[src/rtl/bo_pkg.sv]
// Shared select encodings for the bo_datapath operative block.
// M0 picks operand A, M1 picks operand B, M2 picks the register write source.
package bo_pkg;

  localparam logic [1:0] SEL_A_RX   = 2'd0;
  localparam logic [1:0] SEL_A_RS   = 2'd1;
  localparam logic [1:0] SEL_A_RH   = 2'd2;
  localparam logic [1:0] SEL_A_K    = 2'd3;

  localparam logic [1:0] SEL_B_RS   = 2'd0;
  localparam logic [1:0] SEL_B_DIN  = 2'd1;
  localparam logic [1:0] SEL_B_RX   = 2'd2;
  localparam logic [1:0] SEL_B_ZERO = 2'd3;

  localparam logic [1:0] SRC_DIN    = 2'd0;
  localparam logic [1:0] SRC_A      = 2'd1;
  localparam logic [1:0] SRC_SUM    = 2'd2;
  localparam logic [1:0] SRC_MUL    = 2'd3;

endpackage

[src/rtl/bo_datapath_if.sv]
// Control-word and status bundle between the BC controller (master) and bo_datapath (slave).
interface bo_datapath_if #(
  parameter int W = 8
);
  // No valid/ready pair: the control word is sampled on every clk edge and the
  // datapath never back-pressures; result_valid is a one-cycle strobe with no ready.
  logic         LX;
  logic         LS;
  logic         LH;
  logic         H;
  logic [1:0]   M0;
  logic [1:0]   M1;
  logic [1:0]   M2;
  logic [W-1:0] data_in;
  logic [W-1:0] rx_q;
  logic [W-1:0] rs_q;
  logic [W-1:0] rh_q;
  logic [W-1:0] result;
  logic         result_valid;
  logic         ovf;
  logic [3:0]   busy_cycles;

  modport master (
    output LX, LS, LH, H, M0, M1, M2, data_in,
    input  rx_q, rs_q, rh_q, result, result_valid, ovf, busy_cycles
  );

  modport slave (
    input  LX, LS, LH, H, M0, M1, M2, data_in,
    output rx_q, rs_q, rh_q, result, result_valid, ovf, busy_cycles
  );

endinterface

[src/rtl/bo_alu.sv]
// Combinational add/multiply unit with carry/high-bit overflow detection.
// Optional macro BO_SATURATE_EN clamps overflowing results to all-ones instead of wrapping.
module bo_alu
  import bo_pkg::*;
#(
  parameter int W = 8
) (
  input  logic [W-1:0] a_i,
  input  logic [W-1:0] b_i,
  input  logic [1:0]   op_i,
  output logic [W-1:0] val_o,
  output logic         ovf_o
);

  logic [W:0]     sum;
  logic [2*W-1:0] prod;
  logic [W-1:0]   raw;

  assign sum  = {1'b0, a_i} + {1'b0, b_i};
  assign prod = {{W{1'b0}}, a_i} * {{W{1'b0}}, b_i};

  // Non-arithmetic ops pass A through and never flag overflow.
  always_comb begin
    raw   = a_i;
    ovf_o = 1'b0;
    case (op_i)
      SRC_SUM: begin
        raw   = sum[W-1:0];
        ovf_o = sum[W];
      end
      SRC_MUL: begin
        raw   = prod[W-1:0];
        ovf_o = |prod[2*W-1:W];
      end
      default: raw = a_i;
    endcase
`ifdef BO_SATURATE_EN
    val_o = ovf_o ? {W{1'b1}} : raw;
`else
    val_o = raw;
`endif
  end

endmodule

[src/rtl/bo_datapath.sv]
// Operative block: RX/RS/RH registers, operand muxes, sticky overflow, H-edge logic and busy counter.
// Build option BO_SATURATE_EN (see bo_alu) selects saturating instead of wrapping arithmetic.
module bo_datapath
  import bo_pkg::*;
#(
  parameter int W = 8,
  parameter int K = 1
) (
  input logic          clk,
  input logic          reset,
  bo_datapath_if.slave bus
);

  localparam logic [W-1:0] K_VAL = W'(K);

  logic [W-1:0] rx_q, rx_d;
  logic [W-1:0] rs_q, rs_d;
  logic [W-1:0] rh_q, rh_d;
  logic [W-1:0] result_q, result_d;
  logic         result_valid_q, result_valid_d;
  logic         ovf_q, ovf_d;
  logic         h_q, h_d;
  logic [3:0]   busy_q, busy_d;

  logic [W-1:0] op_a, op_b, alu_val, src;
  logic         alu_ovf, h_rise, h_fall;

  always_comb begin
    op_a = rx_q;
    case (bus.M0)
      SEL_A_RX: op_a = rx_q;
      SEL_A_RS: op_a = rs_q;
      SEL_A_RH: op_a = rh_q;
      default:  op_a = K_VAL;
    endcase
    op_b = rs_q;
    case (bus.M1)
      SEL_B_RS:  op_b = rs_q;
      SEL_B_DIN: op_b = bus.data_in;
      SEL_B_RX:  op_b = rx_q;
      default:   op_b = '0;
    endcase
  end

  bo_alu #(.W(W)) u_alu (
    .a_i   (op_a),
    .b_i   (op_b),
    .op_i  (bus.M2),
    .val_o (alu_val),
    .ovf_o (alu_ovf)
  );

  assign src    = (bus.M2 == SRC_DIN) ? bus.data_in : alu_val;
  assign h_rise = bus.H & ~h_q;
  assign h_fall = ~bus.H & h_q;

  always_comb begin
    rx_d           = bus.LX ? bus.data_in : rx_q;
    rs_d           = bus.LS ? src : rs_q;
    rh_d           = bus.LH ? src : rh_q;
    h_d            = bus.H;
    result_valid_d = h_fall;
    // result captures the post-load RS so a final load in the H-fall cycle is included.
    result_d       = h_fall ? rs_d : result_q;
    // A same-cycle overflow wins over the clear-on-rise.
    ovf_d          = ovf_q;
    if ((bus.LS | bus.LH) & alu_ovf) ovf_d = 1'b1;
    else if (h_rise)                 ovf_d = 1'b0;
    busy_d         = busy_q;
    if (h_rise)                      busy_d = 4'd1;
    else if (bus.H && busy_q != 4'd15) busy_d = busy_q + 4'd1;
  end

  always_ff @(posedge clk or negedge reset) begin
    if (!reset) begin
      rx_q           <= '0;
      rs_q           <= '0;
      rh_q           <= '0;
      result_q       <= '0;
      result_valid_q <= 1'b0;
      ovf_q          <= 1'b0;
      h_q            <= 1'b0;
      busy_q         <= 4'd0;
    end else begin
      rx_q           <= rx_d;
      rs_q           <= rs_d;
      rh_q           <= rh_d;
      result_q       <= result_d;
      result_valid_q <= result_valid_d;
      ovf_q          <= ovf_d;
      h_q            <= h_d;
      busy_q         <= busy_d;
    end
  end

  assign bus.rx_q         = rx_q;
  assign bus.rs_q         = rs_q;
  assign bus.rh_q         = rh_q;
  assign bus.result       = result_q;
  assign bus.result_valid = result_valid_q;
  assign bus.ovf          = ovf_q;
  assign bus.busy_cycles  = busy_q;

endmodule

[src/flat_wrapper.sv]
// flat-port wrapper written by rule: the top's interface ports become plain ports
module bo_datapath_flat import bo_pkg::*;
#(
  parameter int W = 8,
  parameter int K = 1
)
  (clk, reset, bus_LX, bus_LS, bus_LH, bus_H, bus_M0, bus_M1, bus_M2, bus_data_in, bus_rx_q, bus_rs_q, bus_rh_q, bus_result, bus_result_valid, bus_ovf, bus_busy_cycles);
  bo_datapath_if #(.W(W)) bus_i ();
  input logic clk;
  input logic reset;
  input wire logic [$bits(bus_i.LX)-1:0] bus_LX;
  input wire logic [$bits(bus_i.LS)-1:0] bus_LS;
  input wire logic [$bits(bus_i.LH)-1:0] bus_LH;
  input wire logic [$bits(bus_i.H)-1:0] bus_H;
  input wire logic [$bits(bus_i.M0)-1:0] bus_M0;
  input wire logic [$bits(bus_i.M1)-1:0] bus_M1;
  input wire logic [$bits(bus_i.M2)-1:0] bus_M2;
  input wire logic [$bits(bus_i.data_in)-1:0] bus_data_in;
  output wire logic [$bits(bus_i.rx_q)-1:0] bus_rx_q;
  output wire logic [$bits(bus_i.rs_q)-1:0] bus_rs_q;
  output wire logic [$bits(bus_i.rh_q)-1:0] bus_rh_q;
  output wire logic [$bits(bus_i.result)-1:0] bus_result;
  output wire logic [$bits(bus_i.result_valid)-1:0] bus_result_valid;
  output wire logic [$bits(bus_i.ovf)-1:0] bus_ovf;
  output wire logic [$bits(bus_i.busy_cycles)-1:0] bus_busy_cycles;
  assign bus_i.LX = bus_LX;
  assign bus_i.LS = bus_LS;
  assign bus_i.LH = bus_LH;
  assign bus_i.H = bus_H;
  assign bus_i.M0 = bus_M0;
  assign bus_i.M1 = bus_M1;
  assign bus_i.M2 = bus_M2;
  assign bus_i.data_in = bus_data_in;
  assign bus_rx_q = bus_i.rx_q;
  assign bus_rs_q = bus_i.rs_q;
  assign bus_rh_q = bus_i.rh_q;
  assign bus_result = bus_i.result;
  assign bus_result_valid = bus_i.result_valid;
  assign bus_ovf = bus_i.ovf;
  assign bus_busy_cycles = bus_i.busy_cycles;
  bo_datapath #(.W(W), .K(K)) u_core (.clk(clk), .reset(reset), .bus(bus_i));
endmodule
[config.mk]
export PLATFORM = sky130hd
export DESIGN_NAME = bo_datapath_flat
export DESIGN_NICKNAME = d
export VERILOG_FILES = /design/src/rtl/bo_pkg.sv /design/src/rtl/bo_datapath_if.sv /design/src/rtl/bo_alu.sv /design/src/rtl/bo_datapath.sv /design/src/flat_wrapper.sv
export SDC_FILE = /design/constraint.sdc
export NUM_CORES = 1
export LEC_CHECK = 0
export ABC_AREA = 0
export CORE_MARGIN = 2
export CORE_UTILIZATION = 62
export CTS_BUF_LIST = sky130_fd_sc_hd__clkbuf_16
export DETAILED_ROUTE_END_ITERATION = 10
export PLACE_DENSITY = 0.86
export SLEW_MARGIN = 15
export SYNTH_ARGS = -nofsm -noshare
export SYNTH_HDL_FRONTEND = slang
export SYNTH_HIERARCHICAL = 1
export SYNTH_SLANG_ARGS = --single-unit
[constraint.sdc]
create_clock -name clk -period 12.1 [get_ports clk]
set_clock_uncertainty 0.1 [all_clocks]
set_input_delay 1.815 -clock clk [delete_from_list [all_inputs] [get_ports clk]]
set_output_delay 1.815 -clock clk [all_outputs]
set_load 0.02 [all_outputs]
# Word-level counts from Yosys, hierarchy flattened
# Index checks and enable logic that the tools add are counted.
[word_totals]
reg_bits = 39
in_bits = 20
out_inout_bits = 38
wordCells = 41
[op_classes]
n_addsub = 2
mul = 1
n_eq_ne = 7
n_mux = 10
bitwise_logic = 6
n_reduce_logical = 7
[op_table]
columns = ["operator", "n"]
rows = [
  ["8-bit one-hot mux with 3 select lines", 2],
  ["8-bit by 8-bit multiplier with 16-bit output", 1],
  ["8-bit 2-to-1 mux", 2],
  ["8-bit one-hot mux with 2 select lines", 1],
  ["8-bit by 8-bit adder with 9-bit output", 1],
  ["2-bit equality test, second input constant", 4],
  ["4-bit 2-to-1 mux", 2],
  ["8-bit OR reduction", 1],
  ["2-bit logical NOT", 3],
  ["4-bit by 1-bit adder with 4-bit output, second input constant", 1],
  ["2-bit by 1-bit equality test with 1-bit output, second input constant", 2],
  ["4-bit != test, second input constant", 1],
  ["2-bit nonzero test", 2],
  ["1-bit AND", 3],
  ["1-bit 2-to-1 mux", 2],
  ["1-bit inverter", 2],
  ["1-bit one-hot mux with 2 select lines", 1],
  ["1-bit logical AND", 1],
  ["1-bit bitwise OR", 1],
]

# Depth between registers and ports, before layout
# Gate-level depths: netlist of run 1.
[logic_depth]
ltp_word = 7
mapped_depth = 23
depth_no_buf = 21

# By module
# The synthesis of run 1 kept the hierarchy.
[by_module_without_submodules]
columns = ["mod", "n_inst", "cells_each", "area_per_inst_um2", "seq_area_each_um2"]
rows = [
  ["bo_alu", 1, 308, 2529.9, 0.0],
  ["bo_datapath", 1, 201, 2079.5, 975.9],
]

# Worst setup path before layout of run 1
# Ideal clock, no wire load.
[synth_timing]
path_type = "input to register"
start = "input port bus_M0[1]"
end = "register u_core.ovf_q, in the netlist u_core/bus.ovf"
setup_time_ns = 0.123
t_arrival_ns = 6.590
required_time_ns = 11.877
path_slack_ns = 5.287
cell_stages = 20
n_path_buf = 1
path_cell_list = "buf_2 -> mux2i_1 -> o21ai_0 -> nand2_1 -> fa_1 -> fa_1 -> inv_1 -> fa_1 -> inv_1 -> fa_1 -> inv_1 -> ha_1 -> a21oi_1 -> o211ai_2 -> a311oi_2 -> xnor2_1 -> nor4_2 -> a31oi_1 -> o21ai_0 -> nand2_1"
[synth_between]
elab_chain_len = 7
elab_cells_between_ends = 11
classes_between = "add/sub: 1; mul: 1; eq/ne: 2; mux: 3; bitwise: 1; reduce/logical: 3"
[synth_rtl]
columns = ["element", "line_no", "rtl"]
rows = [
  ["from (decl)", "flat_wrapper.sv:15", "input wire logic [$bits(bus_i.M0)-1:0] bus_M0;"],
  ["2-bit equality test (tied with other cells)", "bo_datapath.sv:30", "case (bus.M0)"],
  ["8-bit one-hot mux with 3 select lines (*)", "bo_datapath.sv:30", ""],
  ["named net u_core.op_a[1]", "bo_datapath.sv:25", "logic [W-1:0] op_a, op_b, alu_val, src;"],
  ["8-bit by 8-bit multiplier with 16-bit output", "bo_alu.sv:20", "assign prod = {{W{1'b0}}, a_i} * {{W{1'b0}}, b_i};"],
  ["8-bit OR reduction", "bo_alu.sv:33", "ovf_o = |prod[2*W-1:W];"],
  ["1-bit one-hot mux with 2 select lines (*)", "bo_alu.sv:26", "case (op_i)"],
  ["named net u_core.alu_ovf", "bo_datapath.sv:26", "logic alu_ovf, h_rise, h_fall;"],
  ["1-bit AND (*)", "bo_datapath.sv:67", "if ((bus.LS | bus.LH) & alu_ovf) ovf_d = 1'b1;"],
  ["1-bit 2-to-1 mux / 2-bit nonzero test (equally long branches)", "n/a", ""],
  ["to (signal assigned)", "bo_datapath.sv:90", "ovf_q <= ovf_d;"],
  ["to (decl)", "bo_datapath.sv:21", "logic ovf_q, ovf_d;"],
]
# The timed path passes the listed nets; every way through them passes the cells marked *.
# A chain may end at the register's enable or synchronous reset.

# Worst setup path after layout of run 1
# Same ends and word-level chain as after synthesis.

==> results.sh, run 1 <==
export IMPL_crit_fanout=10
export IMPL_p_leak_nw=2.50
export IMPL_portBuffers=57
export IMPL_fp_dieH_um=90.2
export IMPL_seq_area_frac_synth_pct=21.2
export IMPL_viasPerCell=5.92
export IMPL_drive_gt1_share_pct=6.76
export IMPL_totalWireLength_um=11400
export IMPL_synthMuxAreaShare_pct=8.28
export IMPL_min_from="u_core/bus.result[3]$_DFFE_PN0P_"
export IMPL_drtIter0Drc=199
export IMPL_grt_overflow=0
export IMPL_fin_nets=663
export IMPL_ios=58
export IMPL_dp_hpwl_um=8930
export IMPL_vias=3911
export IMPL_insertion_delay_ns=0.29
export IMPL_cp_slowest_cell="o21ai_0"
export IMPL_synth_xor_area_share_pct=2.09
export IMPL_drv_slew=0
export IMPL_gp_congestion=0.851
export IMPL_finalCritPeriodShare_pct=64.6
export IMPL_timing_rr_start="u_core/bus.rx_q[4]$_DFFE_PN0P_"
export IMPL_clkTransAtPathRegs_ns=0.06
export IMPL_cap_violations=0
export IMPL_start_kind="primary input"
export IMPL_cts_buffers=5
export IMPL_first_pass_iters=5
export IMPL_ys_warnings_count=6
export IMPL_cp_arrival_ns=7.87
export IMPL_postRouteAntennaNets=0
export IMPL_p_int_uw=504
export IMPL_synth_cells=509
export IMPL_crit_path_cell_trace="clkdlybuf4s50_1 -> mux2i_1 -> o21ai_0 -> ha_1 -> fa_1 -> inv_1 -> fa_1 -> fa_1 -> fa_1 -> inv_1 -> ha_1 -> nor2_1 -> o211ai_2 -> a311oi_2 -> xnor2_1 -> nor4_2 -> a31oi_1 -> o21ai_0 -> nand2_1"
export IMPL_worstHoldPathType="reg2reg"
export IMPL_clkPwrFrac_pct=13.9
export IMPL_route_detailed_drc=0
export IMPL_vdd_ir_drop_max_mv=0.102
export IMPL_fin_crit_ns=7.81
export IMPL_cts_tree="yes"
export IMPL_syn_area_um2=4610
export IMPL_ys_types=48
export IMPL_area_delta_synth_final_pct=16.4
export IMPL_synth_edf_count=0
export IMPL_worstSetupStartpoint="bus_M0[1]"
export IMPL_hold_ws_ns=0.394
export IMPL_synth_top_family_by_area="adder cells"
export IMPL_grt_max_degree=40
export IMPL_tns_ns=0
export IMPL_critPathBufInv=3
export IMPL_htreeDepth=2
export IMPL_start_util_pct=63.9
export IMPL_wl_per_cell_um=17.3
export IMPL_synthArstFlopShare_pct=100
export IMPL_slew_limit_headroom_pct=19.5
export IMPL_clock_root_buffer="clkbuf_16"
export IMPL_path_delay_family="adder cells"
export IMPL_post_cts_setup_buffers=0
export IMPL_endpoint_kind="flip-flop"
export IMPL_grt_pass1_wl_um=19300
export IMPL_pwr_share_comb_pct=67.1
export IMPL_fill_cells=526
export IMPL_layout_commonest_cell="inv_1"
export IMPL_regArea_um2=976
export IMPL_cts_hold_buffers=0
export IMPL_rows=31
export IMPL_die_x_um=90.2
export IMPL_yosys_area_share_adder_pct=28.3
export IMPL_avgSynthCellArea_um2=9.06
export IMPL_outcome="finished, final reports clean"
export IMPL_synth_compound_area_share_pct=16.1
export IMPL_synth_seq_cells=39
export IMPL_sw_frac_of_total_pct=48.0
export IMPL_worstMarginPinSlew_ns=1.20
export IMPL_cts_buffer_depth=2
export IMPL_critPathRequiredTime_ns=12.16
export IMPL_timing_fmax_mhz=128
export IMPL_pwr_share_seq_pct=19.0
export IMPL_most_common_layout_cells="inv_1, nand2_1, clkdlybuf4s50_1"
export IMPL_cts_resized=0
export IMPL_p_switching_uw=464
export IMPL_setup_viol=0
export IMPL_rsz0062_at_grt="no"
export IMPL_p_per_area_nw_per_um2=181
export IMPL_grt_pass1_vias=4032
export IMPL_synthFlopType="dfrtp_1"
export IMPL_cpMostUsedCell="fa_1"
export IMPL_multiInputGateArea_um2=3280
export IMPL_criticalPathCategory="in2reg"
export IMPL_final_hold_viol_count=0
export IMPL_syn_nets=611
export IMPL_track_usage_pct=29.1
export IMPL_cts_sinks=39
export IMPL_dieArea_um2=8140
export IMPL_antenna_cells=0
export IMPL_core_area_um2=7210
export IMPL_synthSimpleGateAreaFrac_pct=16.4
export IMPL_max_stage_delay_ns=0.94
export IMPL_antenna_found_initial=0
kinds of logic after synthesis:
family                     after synthesis
AOI/OAI and AO/OA                      109
xor gates and xnor gates                11
adders and majority gates               82
buffers and inverters                   78
DFF                                     39
muxes                                   37
and+or+nand+nor                        153
metal layers:
layer  vias to the layer above  routed length [um]  global-route usage, %
met4                         0                 206                   9.10
li1                       1820                   -                      -
met5                         -                   0                      0
met3                        22                 541                   3.44
met2                       126                5710                   50.4
met1                      1943                4990                   38.2
cell usage after synthesis (2+ instances only):
master	instances	area share, %
xnor2_1	7	1.3
a21o_1	4	0.65
inv_1	62	5.0
o41ai_1	2	0.38
a31oi_1	2	0.27
nor2_1	33	2.7
o211ai_1	3	0.49
and2_1	35	4.8
fa_1	37	16
a21oi_1	34	3.7
nor2b_1	4	0.54
buf_6	4	0.98
nand2b_1	9	1.2
o221ai_2	8	2.6
mux2_2	9	2.2
a2111o_1	2	0.49
o31a_1	2	0.38
and3_1	2	0.27
nand3_1	4	0.43
o21a_1	2	0.33
clkbuf_1	3	0.24
xor2_1	4	0.76
o21ai_0	34	3.7
nand4_1	2	0.27
mux2i_1	28	6.1
a211oi_1	5	0.81
nand2_1	58	4.7
ha_1	45	12
dfrtp_1	39	21
nor3_1	2	0.22
buf_2	7	0.76
registers in the layout, indices dropped and copies added, names as in the netlist:
register,count
u_core/bus.result,8
u_core/bus.rh_q,8
u_core/bus.rs_q,8
u_core/bus.rx_q,8
u_core/bus.busy_cycles,4
u_core/bus.ovf,1
u_core/bus.result_valid,1
u_core/h_q,1
area by class of cell:
type	count	share of cell area [%]
inverters	63	4.64
flip-flops and latches	39	18.2
repair buffers	60	11.0
well taps	99	2.31
clock inverters	3	0.443
clock buffers	5	2.33
multi-input cells	392	61.1
worst reg2reg max path, delay by kind of cell (launching register included):
kind	cells	cell delay, ns
xor+xnor	1	0.13
buf+inv	2	0.13
mux	1	0.10
compound gates	5	1.70
simple gates	3	0.56
flops	1	0.41
fa+ha+maj	6	2.61
stage by stage:
stage	utilization [%]	setup WS, ns	instances	total power, mW	area [um^2]
2_1_floorplan	-	5.29	509	0.641	4610
3_3_place_gp	72.3	4.35	653	0.796	5220
3_5_place_dp	72.3	4.09	653	0.823	5220
4_1_cts	74.3	4.34	661	0.965	5360
5_1_grt	74.3	4.02	661	1.06	5360
6_report	74.3	4.29	661	0.969	5360
power groups by stage:
stage                     combinational [mW]  clock, mW  sequential [mW]
after floorplan                        0.434          0            0.208
after global placement                 0.612          0            0.183
after detailed placement               0.639          0            0.184
after CTS                              0.646      0.135            0.183
after global routing                   0.731      0.141            0.187
final                                  0.650      0.134            0.184
path summary, 6_finish.rpt:
| kind | slack, ns | endpoint | cells after the start |
|---|---|---|---|
| worst max-delay path | 4.29 | u_core/bus.ovf$_DFFE_PN0P_ | 19 |
| worst min-delay path | 0.39 | u_core/bus.result[3]$_DFFE_PN0P_ | 2 |
| worst max register to register | 6.24 | u_core/bus.ovf$_DFFE_PN0P_ | 18 |
| worst min register to register | 0.39 | u_core/bus.result[3]$_DFFE_PN0P_ | 2 |
| max in group asynchronous | 9.80 | u_core/bus.ovf$_DFFE_PN0P_ | 1 |
| min in group asynchronous | 1.54 | u_core/bus.rs_q[0]$_DFF_PN0_ | 1 |
(Power assumes the default switching activity.)
==> inputs of run 2 (changes only) <==
- CORE_UTILIZATION: 62 -> 57
- PLACE_DENSITY: 0.86 -> 0.8
- clock period: 12.1 -> 7.9 ns (I/O delays scaled with it)
==> results.sh, run 2 (same netlist as run 1, synthesis figures left out) <==
export IMPL_outcome="finished, final reports clean"
export IMPL_antenna_found_initial=0
export IMPL_fin_nets=665
export IMPL_post_cts_setup_buffers=0
export IMPL_route_detailed_drc=0
export IMPL_fin_crit_ns=7.11
export IMPL_drive_gt1_share_pct=7.09
export IMPL_antenna_cells=0
export IMPL_grt_pass1_wl_um=19300
export IMPL_die_x_um=93.9
export IMPL_viasPerCell=5.95
export IMPL_endpoint_kind="flip-flop"
export IMPL_drtIter0Drc=322
export IMPL_cap_violations=0
export IMPL_criticalPathCategory="in2reg"
export IMPL_dp_hpwl_um=8980
export IMPL_reg2reg_to="u_core/bus.rs_q[7]$_DFF_PN0_"
export IMPL_final_area_um2=5400
export IMPL_cts_resized=0
export IMPL_rsz0062_at_grt="no"
export IMPL_setup_viol=0
export IMPL_r2r_setup_slack_ns=2.24
export IMPL_hold_ws_ns=0.387
export IMPL_final_hold_viol_count=0
export IMPL_ios=58
export IMPL_clkTransAtPathRegs_ns=0.06
export IMPL_critPathCapture="u_core/bus.rs_q[7]$_DFF_PN0_"
export IMPL_timing_rr_start="u_core/bus.rs_q[7]$_DFF_PN0_"
export IMPL_layout_commonest_cell="inv_1"
export IMPL_cts_sinks=39
export IMPL_track_usage_pct=27.6
export IMPL_p_leak_nw=2.53
export IMPL_portBuffers=57
export IMPL_path_delay_family="adder cells"
export IMPL_crit_path_cell_trace="clkdlybuf4s50_1 -> nor2b_1 -> nand2_1 -> o21ai_0 -> nand2_1 -> fa_1 -> fa_1 -> inv_1 -> fa_1 -> inv_1 -> fa_1 -> inv_1 -> ha_1 -> o21ai_0 -> nor2_1 -> o31ai_1 -> o21ai_0 -> o21ai_0 -> mux2i_1 -> a21oi_1"
export IMPL_worstHoldPathType="reg2reg"
export IMPL_crit_fanout=9
export IMPL_final_cells=666
export IMPL_most_common_layout_cells="inv_1, nand2_1, clkdlybuf4s50_1"
export IMPL_place_inst=658
export IMPL_cts_buffer_depth=2
export IMPL_tns_ns=0
export IMPL_grt_pass1_vias=4080
export IMPL_htreeDepth=2
export IMPL_dpl_cell_area_um2=5230
export IMPL_fill_cells=627
export IMPL_cp_arrival_ns=7.12
export IMPL_start_kind="primary input"
export IMPL_power_mw=1.50
export IMPL_multiInputGateArea_um2=3280
export IMPL_totalWireLength_um=11400
export IMPL_rows=32
export IMPL_gp_congestion=0.868
export IMPL_insertion_delay_ns=0.28
export IMPL_critPathRequiredTime_ns=7.91
export IMPL_slew_limit_headroom_pct=24.1
export IMPL_worstSetupStartpoint="bus_M1[0]"
export IMPL_grt_max_degree=40
export IMPL_cp_slowest_cell="clkdlybuf4s50_1"
export IMPL_clock_root_buffer="clkbuf_16"
export IMPL_path_depth=20
export IMPL_regArea_um2=976
export IMPL_vias=3960
export IMPL_p_per_area_nw_per_um2=278
export IMPL_cts_hold_buffers=0
export IMPL_cts_buffers=5
export IMPL_max_stage_delay_ns=0.73
export IMPL_drv_slew=0
export IMPL_fp_dieH_um=93.9
export IMPL_finalCritPeriodShare_pct=90.0
export IMPL_area_delta_synth_final_pct=17.2
export IMPL_core_area_um2=7770
export IMPL_reg2reg_depth=18
export IMPL_grt_overflow=0
export IMPL_postRouteAntennaNets=0
export IMPL_timing_fmax_mhz=141
export IMPL_first_pass_iters=5
export IMPL_critPathBufInv=4
export IMPL_dieArea_um2=8820
export IMPL_start_util_pct=59.3
export IMPL_worstMarginPinSlew_ns=1.13
export IMPL_vdd_ir_drop_max_mv=0.165
export IMPL_cts_tree="yes"
export IMPL_wl_per_cell_um=17.1
==> run 2: cell count changes in the layout (fill, tap and decap cells not counted), sizes merged <==
cell	change
buf	+2
clkinv	+2
clkinvlp	-2
bufinv	+1
inv	-1
==> run 2: layer usage <==
layer	global-route usage, %	share of wire [%]
met4	6.64	1.0
met2	47.7	51
met5	0	0
met1	36.8	43
met3	3.53	4.8
==> run 2: final cells by class <==
type | count | area share [%]
multi-input combinational | 392 | 60.7
sequential | 39 | 18.1
timing repair buffer | 62 | 11.2
inverter | 63 | 4.61
tap | 102 | 2.36
clock buffer | 5 | 2.32
clock inverter | 3 | 0.811
==> run 2: worst register-to-register path, cell delays in order, from the launching register on <==
cell	delay, ns
dfrtp_1	0.44
mux2i_1	0.10
o21ai_0	0.76
nand2_1	0.20
fa_1	0.55
fa_1	0.54
inv_1	0.05
fa_1	0.52
inv_1	0.05
fa_1	0.53
inv_1	0.04
ha_1	0.32
o21ai_0	0.09
nor2_1	0.26
o31ai_1	0.12
o21ai_0	0.11
o21ai_0	0.20
mux2i_1	0.37
a21oi_1	0.13
==> run 2: power breakdown <==
group	switching, mW	internal, mW	leakage [nW]
clock	0.0813	0.149	0.0838
sequential	0.0409	0.238	0.457
combinational	0.576	0.418	1.98
total	0.698	0.804	2.53
==> run 2: how the worst min path moves through the flow <==
stage	from	to	cells after the start
after detailed placement	u_core/bus.result[7]$_DFFE_PN0P_	u_core/bus.result[7]$_DFFE_PN0P_	2
after CTS	u_core/bus.result[0]$_DFFE_PN0P_	u_core/bus.result[0]$_DFFE_PN0P_	2
after global placement	u_core/bus.result[4]$_DFFE_PN0P_	u_core/bus.result[4]$_DFFE_PN0P_	2
final	u_core/bus.result[0]$_DFFE_PN0P_	u_core/bus.result[0]$_DFFE_PN0P_	2
after global routing	u_core/bus.result[0]$_DFFE_PN0P_	u_core/bus.result[0]$_DFFE_PN0P_	2
after floorplan	u_core/h_q$_DFF_PN0_	u_core/bus.busy_cycles[0]$_DFFE_PN0P_	1
==> run 2: through the flow <==
step | utilization (%) | setup WS, ns
after global placement | 67.4 | 0.678
final | 69.6 | 0.793
after CTS | 69.6 | 0.841
after global routing | 69.6 | 0.378
after floorplan | - | 1.72
after detailed placement | 67.4 | 0.538
